## config.mk

```make
export PLATFORM = sky130hd
export DESIGN_NAME = fifo_rd_sched
export DESIGN_NICKNAME = d
export VERILOG_FILES = /design/src/rtl/fifo_sched_pkg.sv /design/src/rtl/rr_arb3.sv /design/src/rtl/fifo_rd_sched.sv
export SDC_FILE = /design/constraint.sdc
export NUM_CORES = 1
export LEC_CHECK = 0
export CAP_MARGIN = 20
export CELL_PAD_IN_SITES_DETAIL_PLACEMENT = 1
export CELL_PAD_IN_SITES_GLOBAL_PLACEMENT = 1
export CORE_ASPECT_RATIO = 0.9
export CORE_UTILIZATION = 29
export CTS_CLUSTER_DIAMETER = 40
export DETAILED_ROUTE_END_ITERATION = 7
export GPL_TIMING_DRIVEN = 0
export PLACE_DENSITY_LB_ADDON = 0.1
export SETUP_SLACK_MARGIN = 0.3
export SLEW_MARGIN = 20
export SYNTH_ARGS = -nofsm -noshare
export SYNTH_HDL_FRONTEND = slang
export SYNTH_SLANG_ARGS = --single-unit
```

## constraint.sdc

```tcl
create_clock -name clk -period 2.39 [get_ports clk]
set_input_delay 0.717 -clock clk [delete_from_list [all_inputs] [get_ports clk]]
set_output_delay 0.717 -clock clk [all_outputs]
set_load 0.02 [all_outputs]
```

## src/rtl/fifo_sched_pkg.sv

```systemverilog
// Shared constants, types and helpers for the fifo_p read-side scheduler.
package fifo_sched_pkg;

  localparam int unsigned DATA_W   = 16;
  localparam int unsigned WORD_W   = DATA_W + 2;
  localparam int unsigned CHAN_NUM = 3;

  // Field positions inside one FIFO word {eop, mty, data}
  localparam int unsigned EOP_BIT = DATA_W + 1;
  localparam int unsigned MTY_BIT = DATA_W;

  localparam logic [1:0] CH_A = 2'd0;
  localparam logic [1:0] CH_B = 2'd1;
  localparam logic [1:0] CH_C = 2'd2;

  typedef enum logic [1:0] {
    ST_IDLE  = 2'd0,
    ST_START = 2'd1,
    ST_READ  = 2'd2,
    ST_GAP   = 2'd3
  } state_t;

  typedef struct packed {
    logic              eop;
    logic              mty;
    logic [DATA_W-1:0] data;
  } word_t;

  // One-hot channel mask for a channel code
  function automatic logic [CHAN_NUM-1:0] chan_onehot(input logic [1:0] ch);
    case (ch)
      CH_A:    return 3'b001;
      CH_B:    return 3'b010;
      default: return 3'b100;
    endcase
  endfunction

endpackage

```

## src/rtl/rr_arb3.sv

```systemverilog
// Combinational 3-way round-robin arbiter; the pointer lives in the caller.
module rr_arb3
  import fifo_sched_pkg::*;
(
  input  logic [2:0] req,
  input  logic [1:0] last_grant,
  output logic [1:0] grant,
  output logic       any_req
);

  // Search order starts at the channel after last_grant
  always_comb begin
    any_req = |req;
    grant   = CH_A;
    case (last_grant)
      CH_A: begin
        if (req[1])      grant = CH_B;
        else if (req[2]) grant = CH_C;
        else if (req[0]) grant = CH_A;
      end
      CH_B: begin
        if (req[2])      grant = CH_C;
        else if (req[0]) grant = CH_A;
        else if (req[1]) grant = CH_B;
      end
      default: begin
        if (req[0])      grant = CH_A;
        else if (req[1]) grant = CH_B;
        else if (req[2]) grant = CH_C;
      end
    endcase
  end

endmodule

```

## src/rtl/fifo_rd_sched.sv

```systemverilog
// Drains whole packets from three channel FIFOs onto one bus, round-robin.
module fifo_rd_sched
  import fifo_sched_pkg::*;
#(
  parameter int unsigned GAP_CYC = 2,
  parameter int unsigned TO_CYC  = 64
) (
  input  logic                       clk,
  input  logic                       rst_n,
  input  logic [CHAN_NUM-1:0]        pkt_empty,
  output logic [CHAN_NUM-1:0]        pkt_rdreq,
  input  logic [CHAN_NUM-1:0]        dat_empty,
  input  logic [CHAN_NUM*WORD_W-1:0] dat_q,
  output logic [CHAN_NUM-1:0]        dat_rdreq,
  output logic [DATA_W-1:0]          data_d,
  output logic                       data_d_vld,
  output logic                       data_d_sop,
  output logic                       data_d_eop,
  output logic                       data_d_mty,
  output logic [1:0]                 chan_d,
  output logic                       err_to
);

  localparam int unsigned TO_W  = 8;
  localparam int unsigned GAP_W = 4;

  state_t             state_q, state_d;
  logic [1:0]         grant_q, grant_d;
  logic [1:0]         last_q, last_d;
  logic               first_q, first_d;
  logic [TO_W-1:0]    to_cnt_q, to_cnt_d;
  logic [GAP_W-1:0]   gap_cnt_q, gap_cnt_d;
  logic               err_to_d;

  logic [CHAN_NUM-1:0] req;
  logic [1:0]          arb_grant;
  logic                arb_any;
  logic [CHAN_NUM-1:0] sel_oh;
  logic [WORD_W-1:0]   head;
  logic                head_eop;
  logic                head_mty;
  logic                sel_empty;
  logic                rd;

  assign req = ~pkt_empty;

  rr_arb3 u_arb (
    .req        (req),
    .last_grant (last_q),
    .grant      (arb_grant),
    .any_req    (arb_any)
  );

  // Pick the granted channel's FIFO head and empty flag
  always_comb begin
    sel_oh = chan_onehot(grant_q);
    case (grant_q)
      CH_A:    head = dat_q[WORD_W-1:0];
      CH_B:    head = dat_q[2*WORD_W-1:WORD_W];
      default: head = dat_q[3*WORD_W-1:2*WORD_W];
    endcase
    head_eop  = head[EOP_BIT];
    head_mty  = head[MTY_BIT];
    sel_empty = |(dat_empty & sel_oh);
  end

  // Next-state, counters and FIFO pop strobes
  always_comb begin
    state_d   = state_q;
    grant_d   = grant_q;
    last_d    = last_q;
    first_d   = first_q;
    to_cnt_d  = to_cnt_q;
    gap_cnt_d = gap_cnt_q;
    err_to_d  = 1'b0;
    pkt_rdreq = '0;
    dat_rdreq = '0;
    rd        = 1'b0;
    case (state_q)
      ST_IDLE: begin
        if (arb_any) begin
          grant_d = arb_grant;
          state_d = ST_START;
        end
      end
      ST_START: begin
        pkt_rdreq = sel_oh;
        first_d   = 1'b1;
        last_d    = grant_q;
        to_cnt_d  = '0;
        state_d   = ST_READ;
      end
      ST_READ: begin
        rd        = ~sel_empty;
        dat_rdreq = rd ? sel_oh : '0;
        if (rd) begin
          to_cnt_d = '0;
          first_d  = 1'b0;
          if (head_eop) begin
            gap_cnt_d = '0;
            state_d   = ST_GAP;
          end
        end else if (to_cnt_q == TO_W'(TO_CYC - 1)) begin
          // Data never arrived: abandon the packet, the rest stays queued
          err_to_d  = 1'b1;
          to_cnt_d  = '0;
          gap_cnt_d = '0;
          state_d   = ST_GAP;
        end else begin
          to_cnt_d = to_cnt_q + TO_W'(1);
        end
      end
      ST_GAP: begin
        if (gap_cnt_q == GAP_W'(GAP_CYC - 1)) begin
          state_d = ST_IDLE;
        end else begin
          gap_cnt_d = gap_cnt_q + GAP_W'(1);
        end
      end
      default: state_d = ST_IDLE;
    endcase
  end

  // Control state registers; last_q starts at C so A wins first
  always_ff @(posedge clk) begin
    if (!rst_n) begin
      state_q   <= ST_IDLE;
      grant_q   <= CH_A;
      last_q    <= CH_C;
      first_q   <= 1'b0;
      to_cnt_q  <= '0;
      gap_cnt_q <= '0;
      err_to    <= 1'b0;
    end else begin
      state_q   <= state_d;
      grant_q   <= grant_d;
      last_q    <= last_d;
      first_q   <= first_d;
      to_cnt_q  <= to_cnt_d;
      gap_cnt_q <= gap_cnt_d;
      err_to    <= err_to_d;
    end
  end

  // One-cycle output stage registered from the pop
  always_ff @(posedge clk) begin
    if (!rst_n) begin
      data_d     <= '0;
      data_d_vld <= 1'b0;
      data_d_sop <= 1'b0;
      data_d_eop <= 1'b0;
      data_d_mty <= 1'b0;
      chan_d     <= '0;
    end else begin
      data_d     <= head[DATA_W-1:0];
      data_d_vld <= rd;
      data_d_sop <= rd & first_q;
      data_d_eop <= rd & head_eop;
      data_d_mty <= rd & head_eop & head_mty;
      if (rd) begin
        chan_d <= grant_q;
      end
    end
  end

endmodule

```

Yosys cells after proc, flatten, opt, wreduce, memory -nomap -nowiden:

Cells that the tools add are included.

* $add $sub $neg: 2
* equality and inequality tests: 13
* muxes and demuxes: 30
* bitwise operators: 6
* reductions and logical operators: 12

Operators with widths (count)
* one-hot mux 18 bit (2 select lines): 1
* 2-to-1 mux 2 bit: 10
* 2-to-1 mux 4 bit: 4
* 2-to-1 mux 8 bit: 2
* one-hot mux 8 bit (2 select lines): 1
* 2-to-1 mux 3 bit: 3
* adder 8 x 1 -> 8 bit, second input constant: 1
* equality test 8 x 6 -> 1 bit, second input constant: 1
* != test 2 bit, second input constant: 4
* one-hot mux 2 bit (4 select lines): 1
* one-hot mux 4 bit (2 select lines): 1
* AND reduction 4 bit: 2
* equality test 2 x 1 -> 1 bit, second input constant: 3
* zero test 2 bit: 3
* != test 3 bit, second input constant: 2
* one-hot mux 3 bit (2 select lines): 1
* OR reduction 3 bit: 2
* adder 4 x 1 -> 4 bit, second input constant: 1
* equality test 2 bit, second input constant: 2
* equality test 4 x 1 -> 1 bit, second input constant: 1
* 2-to-1 mux 1 bit: 4
* one-hot mux 2 bit (2 select lines): 1
* AND reduction 2 bit: 2
* nonzero test 2 bit: 2
* other kinds (6): 8

* bits in registers: 42
* input bits: 62
* output and inout port bits: 29

Logic depth before layout (Yosys ltp):

Gate-level depths: netlist of the first run.

* depth in word-level cells: 8
* mapped depth: 8
* depth with buffers taken out: 7

Modules after synthesis:

Synthesis of the first run repeated with hierarchy kept, for this count alone.

* cell total of the unflattened synthesis: 244
* area total of the unflattened synthesis: 2163.3 sq um

Modules (own cells, without submodules)
* fifo_rd_sched: instances 1, cells each 236, area an instance 2104.5 sq um, seq. area each 840.8 sq um
* rr_arb3: instances 1, cells each 8, area an instance 58.8 sq um, seq. area each 0.0 sq um

Least setup slack after synthesis of the first run:

OpenSTA, ideal clock, no wires.

* path kind: input to output
* start point: in dat_empty[1]
* end point: out dat_rdreq[1]
* data arrival time: 1.869 ns
* data required time: 1.673 ns
* slack: -0.196 ns
* stages on the path: 3
* cells stage by stage: and2_4 o41a_1 nor3b_1

* cells in the longest elaborated chain, start to end: 4

Ends and longest elaborated chain
* from (decl): line fifo_rd_sched.sv:12 `input logic [CHAN_NUM-1:0] dat_empty,`
* bitwise AND 3 bit: line fifo_rd_sched.sv:64 `sel_empty = |(dat_empty & sel_oh);`
* OR reduction 3 bit: line fifo_rd_sched.sv:64
* 2-to-1 mux 3 bit: line fifo_rd_sched.sv:95 `dat_rdreq = rd ? sel_oh : '0;`
* 2-to-1 mux 3 bit: line fifo_rd_sched.sv:79 `case (state_q)`
* to (decl): line fifo_rd_sched.sv:14 `output logic [CHAN_NUM-1:0] dat_rdreq,`

Every way passes these cells.

Worst setup path in the final report of the first run:

Ends and elaborated chain as after synthesis.

==> impl_metrics.xml, run 1 <==
<?xml version="1.0" encoding="UTF-8"?>
<metrics>
  <group name="timing">
    <metric name="worst_pin_slew" unit="ps">758</metric>
    <metric name="finalSetupViolations" unit="">2</metric>
    <metric name="fin_hold_ws" unit="ps">489</metric>
    <metric name="final.setup_skew" unit="ps">8.13</metric>
    <metric name="share_of_the_cycle_needed_by_the_critical_path_after_routing" unit="%">106</metric>
    <metric name="setup_tns" unit="ps">-234</metric>
    <metric name="grt_setup_unrepaired" unit="">true</metric>
    <metric name="final_critical_path_setup_slack" unit="ps">-152</metric>
    <metric name="hold_viol" unit="">0</metric>
    <metric name="timing.slew.headroom" unit="%">49.5</metric>
    <metric name="fmax" unit="GHz">0.393</metric>
    <metric name="min_period" unit="ps">2540</metric>
    <metric name="timing_max_transition_violations_final" unit="">0</metric>
  </group>
  <group name="place">
    <metric name="gp_congestion" unit="">0.705</metric>
    <metric name="port_buffers" unit="">90</metric>
    <metric name="place_hpwl" unit="mm">4.51</metric>
  </group>
  <group name="die">
    <metric name="chipHeight" unit="um">81.4</metric>
    <metric name="die_area" unit="sq mm">0.00735</metric>
    <metric name="rows" unit="">28</metric>
    <metric name="die_width" unit="um">90.3</metric>
    <metric name="placeableCoreArea" unit="sq mm">0.00669</metric>
    <metric name="ioPinCount" unit="">91</metric>
    <metric name="start_util" unit="%">30.4</metric>
  </group>
  <group name="global_routing">
    <metric name="antenna_violations_before_repair" unit="">0</metric>
    <metric name="via_count_of_the_first_global_routing_pass" unit="">1952</metric>
    <metric name="grt_max_degree" unit="">13</metric>
    <metric name="overflow" unit="">0</metric>
    <metric name="gr-usage-all-layers" unit="%">16.1</metric>
    <metric name="global_route_wire_length_before_repair" unit="mm">9.27</metric>
  </group>
  <group name="worst_setup_path">
    <metric name="worst_r2r_endpoint" unit="">gap_cnt_q[2]$_SDFFE_PN0P_</metric>
    <metric name="worstSetupEndpoint" unit="">dat_rdreq[1]</metric>
    <metric name="critPathMaxFanout" unit="">3</metric>
    <metric name="setup.worst_path.start_class" unit="">input pin</metric>
    <metric name="worstReg2RegStart" unit="">state_q[0]$_SDFFE_PN0P_</metric>
    <metric name="r2r_slack" unit="ps">350</metric>
    <metric name="cp.arrival" unit="ps">1820</metric>
    <metric name="path_class" unit="">input pin to primary output</metric>
    <metric name="cp_endpoint_kind" unit="">primary output</metric>
    <metric name="worstPathRequired" unit="ps">1670</metric>
    <metric name="number_of_cells_on_the_worst_reg_to_reg_path" unit="">8</metric>
    <metric name="critPathLaunch" unit="">dat_empty[1]</metric>
  </group>
  <group name="hold_path">
    <metric name="hold_path.startpoint" unit="">to_cnt_q[1]$_SDFFE_PN0P_</metric>
    <metric name="holdCritPathClass" unit="">register to register</metric>
  </group>
  <group name="synth">
    <metric name="post_synthesis_async_set_or_reset_flop_share" unit="%">0</metric>
    <metric name="postSynthAreaPerCell" unit="sq um">8.44</metric>
    <metric name="synth_seq_cells" unit="">42</metric>
    <metric name="ys_types" unit="">35</metric>
    <metric name="prevailing_post_synth_register_cell" unit="">sky130_fd_sc_hd__dfxtp_1</metric>
    <metric name="mappedNetlistArea" unit="sq mm">0.00203</metric>
    <metric name="net_count_of_the_mapped_netlist" unit="">311</metric>
    <metric name="number_of_enable_type_register_cells_in_the_synthesized_netlist" unit="">0</metric>
    <metric name="synth_warnings" unit="">0</metric>
    <metric name="number_of_standard_cells_after_synthesis" unit="">241</metric>
    <metric name="synth_seq_area_share" unit="%">41.4</metric>
  </group>
  <group name="clocking">
    <metric name="root_buffer" unit="">sky130_fd_sc_hd__clkbuf_8</metric>
    <metric name="numCtsBuffers" unit="">5</metric>
    <metric name="tritoncts_clock_tree" unit="">yes</metric>
    <metric name="cts.path.max_buffers" unit="">2</metric>
    <metric name="cts.sink_count" unit="">42</metric>
    <metric name="cts.clk_slew.worst_paths" unit="ps">80</metric>
    <metric name="clkLatencyLatePin" unit="ps">290</metric>
    <metric name="clock_tree.htree_level_count" unit="">2</metric>
  </group>
  <group name="power_and_ir_drop">
    <metric name="sw_frac_of_total" unit="%">35.0</metric>
    <metric name="netSwitchingPower" unit="uW">821</metric>
    <metric name="pwr_density_cell" unit="mW/mm^2">693</metric>
    <metric name="sequentialPowerShare" unit="%">35.5</metric>
    <metric name="power_frac_clock" unit="%">20.5</metric>
    <metric name="power" unit="uW">2340</metric>
    <metric name="max-vdd-ir-drop" unit="uV">307</metric>
    <metric name="intPower" unit="uW">1520</metric>
    <metric name="power.leakage" unit="uW">0.00130</metric>
    <metric name="power.combinational.fraction" unit="%">44.0</metric>
  </group>
  <group name="flow_run">
    <metric name="max-cap-violations" unit="">0</metric>
  </group>
  <group name="finish">
    <metric name="postLayoutCoreUtil" unit="%">50.5</metric>
    <metric name="nNetsFinal" unit="">419</metric>
    <metric name="multi_input_area" unit="sq mm">0.00122</metric>
    <metric name="drive_gt1_share" unit="%">16.0</metric>
    <metric name="fillers" unit="">788</metric>
    <metric name="syn_to_final_growth" unit="%">66.2</metric>
    <metric name="diodes" unit="">0</metric>
    <metric name="storage_cell_area" unit="sq um">843</metric>
  </group>
  <group name="routing">
    <metric name="route.detailed.wl_per_inst" unit="um">14.0</metric>
    <metric name="finalWirelength" unit="mm">6.14</metric>
    <metric name="final_antenna_net_count" unit="">0</metric>
    <metric name="dr.first_iter.drc_count" unit="">33</metric>
    <metric name="dr_vias" unit="">2073</metric>
    <metric name="via_per_inst" unit="">4.71</metric>
    <metric name="drt_drc_violations_left" unit="">0</metric>
    <metric name="count_of_tritonroute_iterations_in_the_first_routing_pass" unit="">4</metric>
  </group>
  <group name="outcome">
    <metric name="violations" unit="">setup timing</metric>
    <metric name="status" unit="">finished, violations left</metric>
  </group>
</metrics>
worst min path at each step:
| stage | end | depth (start not counted) |
|---|---|---|
| 3_5_place_dp | gap_cnt_q[3]$_SDFFE_PN0P_ | 1 |
| 6_report | to_cnt_q[1]$_SDFFE_PN0P_ | 2 |
| 2_1_floorplan | gap_cnt_q[3]$_SDFFE_PN0P_ | 1 |
| 3_3_place_gp | gap_cnt_q[3]$_SDFFE_PN0P_ | 1 |
| 4_1_cts | gap_cnt_q[3]$_SDFFE_PN0P_ | 1 |
| 5_1_grt | to_cnt_q[1]$_SDFFE_PN0P_ | 2 |
worst max-delay path: stages:
cell,delay [ps]
sky130_fd_sc_hd__buf_6,90
sky130_fd_sc_hd__and2_4,140
sky130_fd_sc_hd__o41a_1,510
sky130_fd_sc_hd__nor3b_4,220
sky130_fd_sc_hd__buf_6,140
per-stage QoR:
stage | area, sq um | cells | setup WS [ps]
global placement | 3080 | 421 | -967
CTS | 3270 | 437 | -130
finish | 3380 | 440 | -152
global route | 3380 | 440 | -172
floorplan | 2060 | 241 | 44.3
detailed placement | 3080 | 421 | -975
repair_timing:
action,CTS,global route
buffers inserted,8,3
pin swaps,2,6
hold buffers,0,0
endpoints found under the setup margin,19,12
gates resized for setup,61,23
flip-flops by register name, indices dropped and copies added, names as in the netlist, 2 cells and up:
name	cells
grant_q	2
data_d	16
chan_d	2
to_cnt_q	8
state_q	2
last_q	2
gap_cnt_q	4
layer usage:
layer / GRT usage [%] / share of wire [%]
met1: 18.9 / 42
met2: 28.2 / 50
met3: 5.19 / 6.9
met4: 4.84 / 1.2
met5: 0 / 0
kinds of logic (layout without fill, tap and decap cells):
logic type                 Yosys count  count (layout)  share of synthesized area (%)
AOI/OAI and AO/OA                   39              39                           11.8
buffers and inverters               22             131                           4.43
xor gates and xnor gates             7               7                           3.02
muxes                               24              24                           11.8
DFF                                 42              42                           41.4
and+or+nand+nor                     99              99                           22.6
adders and majority gates            8               8                           4.92
placed cells by master (no fill, tap or decap), types with 4 or more instances in the layout:
| master | count |
|---|---|
| sky130_fd_sc_hd__o21ai_0 | 4 |
| sky130_fd_sc_hd__nand2_1 | 17 |
| sky130_fd_sc_hd__clkdlybuf4s50_1 | 81 |
| sky130_fd_sc_hd__clkbuf_8 | 6 |
| sky130_fd_sc_hd__clkbuf_1 | 8 |
| sky130_fd_sc_hd__nand3_1 | 4 |
| sky130_fd_sc_hd__ha_1 | 6 |
| sky130_fd_sc_hd__dfxtp_1 | 40 |
| sky130_fd_sc_hd__buf_6 | 10 |
| sky130_fd_sc_hd__nor2_1 | 51 |
| sky130_fd_sc_hd__inv_2 | 4 |
| sky130_fd_sc_hd__xor2_1 | 4 |
| sky130_fd_sc_hd__a21oi_1 | 23 |
| sky130_fd_sc_hd__buf_4 | 10 |
| sky130_fd_sc_hd__nand3b_1 | 4 |
| sky130_fd_sc_hd__mux2i_1 | 24 |
Yosys cell counts (4+ instances only):
cell type	instances	share of area [%]
sky130_fd_sc_hd__clkbuf_1	9	1.7
sky130_fd_sc_hd__inv_1	8	1.5
sky130_fd_sc_hd__nand2_1	17	3.1
sky130_fd_sc_hd__nand3_1	4	0.98
sky130_fd_sc_hd__mux2i_1	24	12
sky130_fd_sc_hd__xor2_1	4	1.7
sky130_fd_sc_hd__a21oi_1	23	5.7
sky130_fd_sc_hd__nor3_1	4	0.98
sky130_fd_sc_hd__dfxtp_1	42	41
sky130_fd_sc_hd__nor2_1	52	9.6
sky130_fd_sc_hd__nand3b_1	4	1.5
sky130_fd_sc_hd__ha_1	8	4.9
sky130_fd_sc_hd__o21ai_0	5	1.2
cell type report:
type | count | share of cell area, %
multi-input combinational | 177 | 36.2
timing repair buffer | 101 | 29.3
sequential | 42 | 25.0
tap | 90 | 3.33
clock buffer | 7 | 2.55
buffer | 13 | 2.33
inverter | 9 | 1.18
clock inverter | 1 | 0.148
power groups by stage:
stage / Clock (uW) / Sequential, uW / Combinational (uW)
floorplan: 0 / 895 / 498
global placement: 0 / 841 / 881
detailed placement: 0 / 844 / 894
CTS: 494 / 831 / 968
global route: 527 / 843 / 1130
finish: 481 / 832 / 1030
(Power assumes the default switching activity.)
==> run 2, diff against run 1 <==
--- a/config.mk
+++ b/config.mk
@@ -15,7 +15,6 @@
 export GPL_TIMING_DRIVEN = 0
 export PLACE_DENSITY_LB_ADDON = 0.1
 export SETUP_SLACK_MARGIN = 0.3
-export SLEW_MARGIN = 20
 export SYNTH_ARGS = -nofsm -noshare
 export SYNTH_HDL_FRONTEND = slang
 export SYNTH_SLANG_ARGS = --single-unit
==> results of run 2 <==
No change in the layout: final DEF, timing and power equal those of run 1.
